$ cat src/rtl/pwm_demod.sv
// pwm_demod: measures high time per PERIOD-clock PWM frame and reports it as a W-bit sample.
// Define PWM_DEMOD_DEGLITCH_EN to insert a 3-clock glitch filter ahead of edge detection.
module pwm_demod #(
   parameter int PERIOD  = 256,
   parameter int W       = 8,
   parameter int TIMEOUT = 2*PERIOD
) (
   input  logic         clk,
   input  logic         rst,
   input  logic         en,
   input  logic         pwm_i,
   output logic [W-1:0] sample_o,
   output logic         valid_o,
   output logic         err_o,
   output logic         locked_o
);
   localparam int CW = $clog2(TIMEOUT) + 1;
   localparam logic [CW-1:0] PER_C = CW'(PERIOD);
   localparam logic [CW-1:0] TMO_C = CW'(TIMEOUT);
   localparam logic [CW-1:0] MAX_C = CW'(2**W - 1);
   localparam logic [CW-1:0] ONE_C = CW'(1);

   typedef enum logic {IDLE, MEAS} state_t;

   state_t        state_q, state_d;
   logic [CW-1:0] per_q, per_d, hi_q, hi_d, per_inc;
   logic [W-1:0]  sample_q, sample_d;
   logic          valid_q, valid_d, err_q, err_d, locked_q, locked_d;
   logic          sync_q, s_q, lvl, lvl_prev_q, rise, tmo, good;

   always_ff @(posedge clk) begin
      if (rst) {sync_q, s_q} <= '0;
      else     {sync_q, s_q} <= {pwm_i, sync_q};
   end

`ifdef PWM_DEMOD_DEGLITCH_EN
   logic [1:0] hist_q;
   logic       filt_q;
   // level follows s_q only once the current and two previous samples agree
   assign lvl = (s_q == hist_q[0] && s_q == hist_q[1]) ? s_q : filt_q;
   always_ff @(posedge clk) begin
      if (rst) begin
         hist_q <= '0;
         filt_q <= 1'b0;
      end else begin
         hist_q <= {hist_q[0], s_q};
         filt_q <= lvl;
      end
   end
`else
   assign lvl = s_q;
`endif

   assign rise = lvl & ~lvl_prev_q;

   always_comb begin
      state_d  = state_q;
      per_d    = per_q;
      hi_d     = hi_q;
      sample_d = sample_q;
      valid_d  = 1'b0;
      err_d    = 1'b0;
      locked_d = locked_q;
      per_inc  = (per_q == TMO_C) ? per_q : per_q + ONE_C;
      tmo      = per_inc == TMO_C;
      good     = per_q == PER_C;
      if (!en) begin
         state_d = IDLE;
         per_d   = '0;
         hi_d    = '0;
      end else if (rise) begin
         state_d = MEAS;
         per_d   = ONE_C;
         hi_d    = ONE_C;
         if (state_q == MEAS) begin
            valid_d  = good;
            err_d    = !good;
            locked_d = good;
            sample_d = good ? W'(hi_q > MAX_C ? MAX_C : hi_q) : sample_q;
         end
      end else if (tmo) begin
         // no edge for TIMEOUT clocks: report the static level and wait for a fresh rise
         state_d  = IDLE;
         per_d    = '0;
         hi_d     = '0;
         sample_d = {W{lvl}};
         valid_d  = 1'b1;
         locked_d = 1'b0;
      end else begin
         per_d = per_inc;
         hi_d  = (state_q == MEAS && lvl && hi_q != TMO_C) ? hi_q + ONE_C : hi_q;
      end
   end

   always_ff @(posedge clk) begin
      if (rst) begin
         state_q    <= IDLE;
         per_q      <= '0;
         hi_q       <= '0;
         sample_q   <= '0;
         valid_q    <= 1'b0;
         err_q      <= 1'b0;
         locked_q   <= 1'b0;
         lvl_prev_q <= 1'b0;
      end else begin
         state_q    <= state_d;
         per_q      <= per_d;
         hi_q       <= hi_d;
         sample_q   <= sample_d;
         valid_q    <= valid_d;
         err_q      <= err_d;
         locked_q   <= locked_d;
         lvl_prev_q <= lvl;
      end
   end

   assign sample_o = sample_q;
   assign valid_o  = valid_q;
   assign err_o    = err_q;
   assign locked_o = locked_q;
endmodule

$ cat config.mk
export PLATFORM = sky130hd
export DESIGN_NAME = pwm_demod
export DESIGN_NICKNAME = d
export VERILOG_FILES = /design/src/rtl/pwm_demod.sv
export SDC_FILE = /design/constraint.sdc
export NUM_CORES = 1
export LEC_CHECK = 0
export ABC_AREA = 0
export BUFFER_PORTS_ARGS = -buffer_cell sky130_fd_sc_hd__buf_2
export CORE_AREA = 2 2 70 72
export DETAILED_ROUTE_END_ITERATION = 16
export DIE_AREA = 0 0 72 74
export GPL_TIMING_DRIVEN = 0
export SYNTH_ARGS = -nofsm -noshare
export SYNTH_HDL_FRONTEND = slang
export SYNTH_SLANG_ARGS = --single-unit
export TNS_END_PERCENT = 1
$ cat constraint.sdc
create_clock -name clk -period 3.4 [get_ports clk]
set_input_delay 0.68 -clock clk [delete_from_list [all_inputs] [get_ports clk]]
set_output_delay 0.68 -clock clk [all_outputs]
set_load 0.005 [all_outputs]
==> impl_metrics.yaml, run 1 <==
run_status:
  outcome: "completed"
route:
  viasPerCell: 5.04
  detail_route.wirelength_mm: 3.37
  drtIter0Drc: 88
  ant_nets: 0
  wl_per_cell_um: 12.3
  firstDrtPassIters: 4
  post-route-drc-count: 0
  num_vias: 1381
critical_path:
  cp_max_fo: 10
  endpoint_kind: "flop"
  cp_data_arrival_time_ns: 2.79
  required_ns: 3.57
  critPathKind: "reg -> reg"
  start_kind: "flop"
sta:
  period_needed_ns: 2.62
  finalCritPeriodShare: 0.770
  finalWorstSetupSlack_ns: 0.783
  drv_slew: 0
  max-slew-margin-rel: 0.646
  fin_skew_ns: 0.00701
  tightest_slew_ns: 0.530
  finalHoldViolations: 0
  rsz0062_at_grt: "no"
  fmax_mhz: 382
  finalSetupViolCount: 0
  setup_tns_ns: 0
power:
  irDropWorstVdd_v: 0.000154
  p_seq_frac: 0.500
  p_leak_nw: 0.795
  switching_share: 0.224
  p_int_w: 0.000644
  p_per_area_mw_per_mm2: 411
  clock_power_share: 0.459
  p_sw_w: 0.000186
  power.share.combinational: 0.040
job:
  maxCapViolations: 0
logic_synthesis:
  synth_top_cell_area_share: 0.396
  netlist_top_cells_area: "dfxtp_1, nor2_1, mux2i_1"
  yosysMostFrequentCell: "dfxtp_1"
  yosys_register_bits: 35
  synth_common_cells: "dfxtp_1, nor2_1, o21ai_0"
  synth_area_mm2: 0.00177
  yosysUniqueCellTypes: 41
  synth-async-reset-ratio: 0
  synth_flop_cell: "dfxtp_1"
  synth_nets: 206
  avgSynthCellArea_um2: 8.94
  yosysTopAreaCell: "dfxtp_1"
  yosysSeqAreaShare: 0.396
  syn_inst: 198
  synth-edff-count: 0
  yosys_warnings: 0
clock_tree:
  clkTransAtPathRegs_ns: 0.08
  cts-resized-gates: 0
  cts-root-buf: "clkbuf_8"
  hold_buffers: 0
  postCtsSetupBuffers: 0
  clk-insertion-delay-late_ns: 0.29
  cts_tree: "built"
  h-tree-depth: 2
  cts_buffer_depth: 2
  cts_sinks: 35
  cts_inserted_buffers: 5
final_layout:
  postLayoutCellArea_mm2: 0.00202
  drive_gt1_frac: 0.159
  area_growth_pct: 14.1
  diodes: 0
  fin_nets: 227
placement:
  pre_cts_ws_ns: 0.784
  gp_congestion: 0.777
  dp_hpwl_mm: 2.51
  port_buffers: 14
  place_area_mm2: 0.00191
worst_hold_path:
  hp-class: "reg -> reg"
die:
  dieArea_mm2: 0.00533
  chipHeight_um: 74
  die_x_um: 72
  io_pins: 15
  core_mm2: 0.00460
  fp-row-count: 25
  initial_core_util: 0.385
global_routing:
  grt_pass1_vias: 1275
  antenna_found_initial: 0
  globalRouteOverflowTotal: 0
  grt_start_max_net_pins: 13
  grt_first_pass_wirelength_mm: 5.72
  grt_use_total: 0.140
-- cell families (layout without fill, tap and decap cells) --
family / Yosys count / count (layout) / synth area share
mux: 9 / 9 / 0.0509
xor+xnor: 17 / 17 / 0.0841
simple gates: 89 / 89 / 0.284
buf+inv: 17 / 39 / 0.0495
fa+ha+maj: 4 / 4 / 0.0283
compound gates: 27 / 27 / 0.107
flops: 35 / 35 / 0.396
-- per-stage QoR --
step / util / cells / hold WS (ns) / total power, W
2_1_floorplan: - / 198 / 0.414 / 0.000449
3_3_place_gp: 0.415 / 266 / 0.430 / 0.000459
3_5_place_dp: 0.415 / 266 / 0.442 / 0.000459
4_1_cts: 0.439 / 274 / 0.460 / 0.000836
5_1_grt: 0.439 / 274 / 0.473 / 0.000857
6_report: 0.439 / 274 / 0.460 / 0.000830
-- cell usage in the layout, fill, tap and decap left out, types with 2 or more instances in the layout --
cell type and count:
buf_1 2, buf_2 15, nor2_1 26, nor3_1 4, clkbuf_8 5, or3_1 4, ha_1 4, nand3_1 9
nand2b_1 10, nand4_1 4, and3_1 3, mux2i_1 9, a21oi_1 8, nor2b_1 4, clkbuf_1 5, o21ai_0 11
dfxtp_1 35, and2_1 2, xor2_1 10, nand2_1 9, nor4_1 3, xnor2_1 7, buf_6 3, inv_1 6
and4_1 2
-- power groups by stage --
stage / registers (W) / logic, W / clock network [W]
after floorplan: 0.000424 / 0.0000252 / 0
final: 0.000415 / 0.0000335 / 0.000381
after global placement: 0.000425 / 0.0000335 / 0
after global routing: 0.000416 / 0.0000376 / 0.000404
after CTS: 0.000415 / 0.0000342 / 0.000387
after detailed placement: 0.000425 / 0.0000338 / 0
-- path summary, 6_finish.rpt --
kind | to | cells past startpoint | startpoint | slack [ns]
max reg2reg | per_q[9] | 10 | per_q[0] | 0.78
max | per_q[9] | 10 | per_q[0] | 0.78
min | lvl | 1 | sync_q | 0.46
min reg2reg | lvl | 1 | sync_q | 0.46
-- critical path: stages, from the launching register on --
cell and delay, ns:
dfxtp_1 0.32, clkbuf_1 0.18, inv_1 0.09, ha_1 0.13
or3b_2 0.52, o31ai_4 0.28, o2111ai_1 0.24, or3_4 0.42
nand2_4 0.13, buf_6 0.15, nor2_1 0.04
-- per-layer routing --
layer  share of wire  vias to the layer above  wire length (µm)  track usage
met5               0                        -                 0            0
met4           0.027                        0                91       0.0755
met3           0.036                        9               121       0.0461
met2            0.42                       21              1410        0.201
met1            0.52                      623              1740        0.186
li1                -                      728                 -            -
-- registers in the layout, indices dropped and copies added (netlist names) --
| register | count |
|---|---|
| sample_o | 8 |
| per_q | 10 |
| state_q | 1 |
| locked_o | 1 |
| valid_o | 1 |
| sync_q | 1 |
| lvl | 1 |
| lvl_prev_q | 1 |
| err_o | 1 |
| hi_q | 10 |
-- cell type report --
class                           count  area [µm²]
Multi-Input combinational cell    146         982
Fill cell                         473        2580
Clock inverter                      3        43.8
Tap cell                           54        67.6
Timing Repair Buffer               14        70.1
Sequential cell                    35         701
Clock buffer                        5        68.8
Buffer                             11        65.1
Inverter                            6        22.5
(Power assumes the default switching activity.)
==> inputs of run 2 (changes only) <==
--- a/config.mk
+++ b/config.mk
@@ -5,11 +5,11 @@
 export SDC_FILE = /design/constraint.sdc
 export NUM_CORES = 1
 export LEC_CHECK = 0
-export ABC_AREA = 0
+export ABC_AREA = 1
 export BUFFER_PORTS_ARGS = -buffer_cell sky130_fd_sc_hd__buf_2
-export CORE_AREA = 2 2 70 72
+export CORE_AREA = 2 2 72 74
 export DETAILED_ROUTE_END_ITERATION = 16
-export DIE_AREA = 0 0 72 74
+export DIE_AREA = 0 0 74 76
 export GPL_TIMING_DRIVEN = 0
 export SYNTH_ARGS = -nofsm -noshare
 export SYNTH_HDL_FRONTEND = slang
==> constraint.sdc (replaced) <==
create_clock -name clk -period 2.6 [get_ports clk]
set_input_delay 0.52 -clock clk [delete_from_list [all_inputs] [get_ports clk]]
set_output_delay 0.52 -clock clk [all_outputs]
set_load 0.005 [all_outputs]
==> run 2 against run 1 <==
  * Cell area grew 6.9%
  * Die area grew 5.6%
  * Routed wire length increased by 23%
  * Setup slack got worse by 0.30 ns
  * Power increased by 33%
  * Critical path type unchanged
==> impl_metrics.yaml, run 2 <==
route:
  detail_route.wirelength_mm: 4.14
  post-route-drc-count: 0
  ant_nets: 0
  firstDrtPassIters: 5
  wl_per_cell_um: 11.4
  drtIter0Drc: 127
  viasPerCell: 4.86
  num_vias: 1768
clock_tree:
  hold_buffers: 0
  cts_inserted_buffers: 5
  h-tree-depth: 2
  cts-resized-gates: 0
  cts_buffer_depth: 2
  cts_tree: "built"
  clkTransAtPathRegs_ns: 0.07
  cts_sinks: 35
  cts-root-buf: "clkbuf_8"
  postCtsSetupBuffers: 0
  clk-insertion-delay-late_ns: 0.29
logic_synthesis:
  synth_flop_cell: "dfxtp_1"
  yosysUniqueCellTypes: 29
  yosys_register_bits: 35
  netlist_top_cells_area: "dfxtp_1, nand2_1, inv_1"
  yosysMostFrequentCell: "nand2_1"
  yosys_warnings: 0
  synth_area_mm2: 0.00189
  avgSynthCellArea_um2: 6.91
  synth_nets: 282
  yosysSeqAreaShare: 0.370
  yosysTopAreaCell: "dfxtp_1"
  synth_top_cell_area_share: 0.370
  synth-edff-count: 0
  syn_inst: 274
  synth_common_cells: "nand2_1, inv_1, dfxtp_1"
  synth-async-reset-ratio: 0
global_routing:
  grt_use_total: 0.160
  globalRouteOverflowTotal: 0
  grt_pass1_vias: 1514
  antenna_found_initial: 0
  top_usage_layer: "met2"
  grt_first_pass_wirelength_mm: 7.09
  grt_start_max_net_pins: 12
  use_met2: 0.232
  use_met1: 0.230
  met3_usage: 0.0437
power:
  p_seq_frac: 0.495
  p_per_area_mw_per_mm2: 510
  irDropWorstVdd_v: 0.000390
  p_leak_nw: 0.909
  p_int_w: 0.000865
  switching_share: 0.214
  clock_power_share: 0.459
  power.share.combinational: 0.046
  p_sw_w: 0.000236
final_layout:
  fillers: 509
  multiInputGateArea_mm2: 0.00102
  register_area_um2: 701
  final_cell_mix: "nand2_1, inv_1, dfxtp_1, nor2_1, nand3_1"
  fin_util: 0.440
  area_growth_pct: 14.0
  diodes: 0
  final_common_cell: "nand2_1"
  final_cell_count_no_fill: 364
  drive_gt1_frac: 0.129
  fin_nets: 301
sta:
  period_needed_ns: 2.12
  setup_tns_ns: 0
  drv_slew: 0
  finalSetupViolCount: 0
  fmax_mhz: 473
  finalHoldViolations: 0
  rsz0062_at_grt: "no"
  max-slew-margin-rel: 0.558
  finalCritPeriodShare: 0.814
  tightest_slew_ns: 0.656
  fin_skew_ns: 0.00666
die:
  chipHeight_um: 76
  initial_core_util: 0.386
  dieArea_mm2: 0.00562
  core_mm2: 0.00491
  die_x_um: 74
  fp-row-count: 26
  io_pins: 15
placement:
  gp_congestion: 0.849
  place_inst: 356
  port_buffers: 12
  dp_hpwl_mm: 3.21
critical_path:
  rrSetupSlack_ns: 0.48
  cp_max_fo: 5
  timing.rr.start: "per_q[0]"
  rr_endpoint: "sample_o[7]"
  reg2reg_depth: 9
  endpoint_kind: "flop"
  required_ns: 2.75
  start_kind: "flop"
  cp_data_arrival_time_ns: 2.27
  critPathKind: "reg -> reg"
worst_hold_path:
  holdPathEnd: "lvl"
  hp-class: "reg -> reg"
  holdPathStages: 2
  worstHoldStart: "sync_q"
job:
  maxCapViolations: 0
run_status:
  outcome: "completed"
## run 2: cell count changes after synthesis, moves of 5 or more
cell      previous run  this run
nand2_1              9        55
inv_1                6        39
nand3_1              9        24
nand2b_1            10         0
a21oi_1              8        17
mux2i_1              9         0
nor2_1              26        34
nand4_1              4        10
xnor2_1              7         1
xor2_1              10         4
nor3_1               4         9
o21ai_0             11         6
## run 2: power groups by stage
stage / sequential, W / combinational [W] / clock (W)
floorplan: 0.000556 / 0.0000395 / 0
global placement: 0.000557 / 0.0000508 / 0
detailed placement: 0.000557 / 0.0000511 / 0
CTS: 0.000545 / 0.0000512 / 0.000524
global route: 0.000546 / 0.0000591 / 0.000555
finish: 0.000545 / 0.0000509 / 0.000505
## run 2: how the worst max path moves through the flow
stage	cells past startpoint	end	start	slack, ns
3_5_place_dp	9	sample_o[6]	per_q[0]	0.52
4_1_cts	9	sample_o[6]	per_q[0]	0.50
2_1_floorplan	11	hi_q[5]	per_q[0]	0.89
6_report	9	sample_o[7]	per_q[0]	0.48
3_3_place_gp	9	sample_o[6]	per_q[0]	0.54
5_1_grt	9	sample_o[6]	per_q[0]	0.20
## run 2: final cells by class
type / count / area share
buffer: 4 / 0.0104
inverter: 40 / 0.0695
clock inverter: 2 / 0.0162
multi-input combinational: 195 / 0.473
tap: 70 / 0.0406
sequential: 35 / 0.324
clock buffer: 6 / 0.0382
timing repair buffer: 12 / 0.0278
## run 2: cells by family (layout without fill, tap and decap cells)
kind of cell | after synthesis | count (layout) | synth area share
XOR/XNOR | 5 | 5 | 0.0231
AO/OA/AOI/OAI | 36 | 36 | 0.110
flip-flops | 35 | 35 | 0.370
AND/OR/NAND/NOR | 150 | 150 | 0.379
buffers and inverters | 44 | 64 | 0.0911
adder cells (fa/ha/maj) | 4 | 4 | 0.0264
## run 2: critical path, stage by stage, from the launching register on
cell and delay (ns):
dfxtp_1 0.36, inv_1 0.11, ha_1 0.17, nand3_1 0.13
nor2_2 0.20, nand3_1 0.12, o21ai_0 0.54, nand3_2 0.20
nand2_1 0.09, a21oi_1 0.06
## run 2: stage by stage
stage | hold slack (ns) | worst slack (ns) | area [µm²] | total power [W]
final | 0.405 | 0.485 | 2160 | 0.00110
after CTS | 0.407 | 0.495 | 2160 | 0.00112
after global placement | 0.393 | 0.539 | 2040 | 0.000608
after global routing | 0.426 | 0.204 | 2160 | 0.00116
after detailed placement | 0.397 | 0.518 | 2040 | 0.000608
after floorplan | 0.388 | 0.886 | 1890 | 0.000595
## run 2: routing by layer
layer	vias to the layer above	wire [µm]	part of all wire
li1	927	-	-
met1	810	2050	0.50
met2	29	1910	0.46
met3	2	161	0.039
met4	0	15	0.0036
met5	-	0	0
==> inputs of run 3 (changes only) <==
--- a/config.mk
+++ b/config.mk
@@ -5,11 +5,11 @@
 export SDC_FILE = /design/constraint.sdc
 export NUM_CORES = 1
 export LEC_CHECK = 0
-export ABC_AREA = 1
+export ABC_AREA = 0
 export BUFFER_PORTS_ARGS = -buffer_cell sky130_fd_sc_hd__buf_2
-export CORE_AREA = 2 2 72 74
+export CORE_AREA = 2 2 70 72
 export DETAILED_ROUTE_END_ITERATION = 16
-export DIE_AREA = 0 0 74 76
+export DIE_AREA = 0 0 72 74
 export GPL_TIMING_DRIVEN = 0
 export SYNTH_ARGS = -nofsm -noshare
 export SYNTH_HDL_FRONTEND = slang
==> constraint.sdc (replaced) <==
create_clock -name clk -period 1.9 [get_ports clk]
set_input_delay 0.38 -clock clk [delete_from_list [all_inputs] [get_ports clk]]
set_output_delay 0.38 -clock clk [all_outputs]
set_load 0.005 [all_outputs]
==> run 3 against run 2 <==
  * The run now ends with negative setup slack left
  * First-iteration DRC count decreased by 49%
  * Count of clock-buffer cells in the layout down 1
  * Utilization rose by 4.4 points
  * Sequential cell count unchanged
  * Routed wire length shrank 16%
  * Critical path depth fell by 1
  * Cell area grew 2.9%
  * Clock power rose by 33%
  * Cell count decreased by 21%
  * Register-to-register slack worse by 1.0 ns
  * Sequential share of layout area fell by 0.74 points
  * Critical path type unchanged
  * Critical endpoint is now sample_o[1]
  * Largest cell class unchanged
==> impl_metrics.yaml, run 3 (synthesis results as in run 1) <==
run_status:
  outcome: "finished, violations left"
  violations: "negative setup slack"
sta:
  fin_skew_ns: 0.00609
  rsz0062_at_grt: "yes"
  setup_tns_ns: -11.55
  tightest_slew_ns: 0.558
  finalHoldViolations: 0
  fmax_mhz: 408
  finalWorstSetupSlack_ns: -0.554
  finalCritPeriodShare: 1.29
  drv_slew: 0
  finalSetupViolCount: 29
  max-slew-margin-rel: 0.628
  period_needed_ns: 2.45
die:
  core_mm2: 0.00460
  fp-row-count: 25
  initial_core_util: 0.385
  io_pins: 15
  chipHeight_um: 74
  die_x_um: 72
  dieArea_mm2: 0.00533
critical_path:
  cp_max_fo: 7
  rr_endpoint: "sample_o[1]"
  cp_data_arrival_time_ns: 2.63
  cp-endpoint: "sample_o[1]"
  rrSetupSlack_ns: -0.55
  cp-startpoint: "per_q[3]"
  timing.rr.start: "per_q[3]"
  reg2reg_depth: 8
  endpoint_kind: "flop"
  required_ns: 2.08
  critPathKind: "reg -> reg"
  start_kind: "flop"
route:
  ant_nets: 0
  num_vias: 1453
  drtIter0Drc: 65
  wl_per_cell_um: 12.2
  viasPerCell: 5.08
  firstDrtPassIters: 4
  detail_route.wirelength_mm: 3.49
  post-route-drc-count: 0
placement:
  gp_congestion: 0.770
  place_area_mm2: 0.00194
  pre_cts_ws_ns: -0.544
  dp_hpwl_mm: 2.43
  port_buffers: 14
final_layout:
  diodes: 0
  multiInputGateArea_mm2: 0.00104
  final_common_cell: "dfxtp_1"
  register_area_um2: 704
  final_cell_mix: "dfxtp_1, nor2_1, buf_2, o21ai_0, buf_4"
  postLayoutCellArea_mm2: 0.00222
  drive_gt1_frac: 0.259
  fin_nets: 239
  area_growth_pct: 25.5
  fillers: 463
power:
  irDropWorstVdd_v: 0.000261
  p_leak_nw: 0.893
  p_per_area_mw_per_mm2: 677
  power_w: 0.00150
clock_tree:
  cts_inserted_buffers: 5
  clkTransAtPathRegs_ns: 0.08
  cts_buffer_depth: 2
  clk-insertion-delay-late_ns: 0.29
  cts_tree: "built"
  cts_sinks: 35
  hold_buffers: 0
  cts-root-buf: "clkbuf_8"
  h-tree-depth: 2
global_routing:
  grt_use_total: 0.148
  globalRouteOverflowTotal: 0
  antenna_found_initial: 0
  grt_first_pass_wirelength_mm: 5.94
  grt_start_max_net_pins: 13
  grt_pass1_vias: 1295
worst_hold_path:
  holdPathStages: 2
  hp-class: "in -> reg"
  worstHoldStart: "pwm_i"
job:
  maxCapViolations: 0
==> run 3: metal layers <==
layer	wire (µm)	GRT usage
met2	1540	0.233
met3	149	0.0488
met4	73	0.0692
met1	1730	0.185
met5	0	0
==> run 3: cell type report <==
| type | count | share of cell area |
|---|---|---|
| plain buffers | 9 | 0.0287 |
| clock buffers | 5 | 0.0310 |
| clock inverters | 3 | 0.0197 |
| inverters | 6 | 0.0113 |
| multi-input cells | 146 | 0.467 |
| flip-flops and latches | 35 | 0.317 |
| well taps | 54 | 0.0304 |
| repair buffers | 28 | 0.0952 |
==> run 3: where the power goes <==
part,internal [W],switching (W)
Sequential,0.000739,0.00000570
Clock,0.000390,0.000279
Combinational,0.0000464,0.0000439
Total,0.00118,0.000329
==> run 3: repair_timing <==
action | in CTS | in global routing
setup endpoints to repair | 29 | 29
pin swaps | 7 | 11
gates cloned | 1 | 0
gates resized for setup | 5 | 12
endpoints found under the hold margin | 0 | 0
buffers inserted | 10 | 5
==> run 3: how the worst min path moves through the flow <==
stage	end	slack [ns]
6_report	sync_q	0.30
3_3_place_gp	lvl	0.44
3_5_place_dp	lvl	0.43
4_1_cts	sync_q	0.30
5_1_grt	sync_q	0.32
2_1_floorplan	lvl	0.41
==> run 3: worst max-delay path, stage by stage (launching register included) <==
cell and delay (ns):
dfxtp_1 0.36, or4_4 0.62, o31ai_4 0.33, o2111ai_2 0.17, buf_4 0.18, nor4_4 0.30
o21ai_4 0.12, buf_12 0.15, mux2i_1 0.11
==> run 3: stage by stage <==
stage / hold WS (ns) / instances / utilization
6_report: 0.305 / 286 / 0.483
5_1_grt: 0.323 / 286 / 0.483
3_3_place_gp: 0.436 / 266 / 0.421
3_5_place_dp: 0.434 / 266 / 0.421
4_1_cts: 0.299 / 284 / 0.472
2_1_floorplan: 0.414 / 198 / -
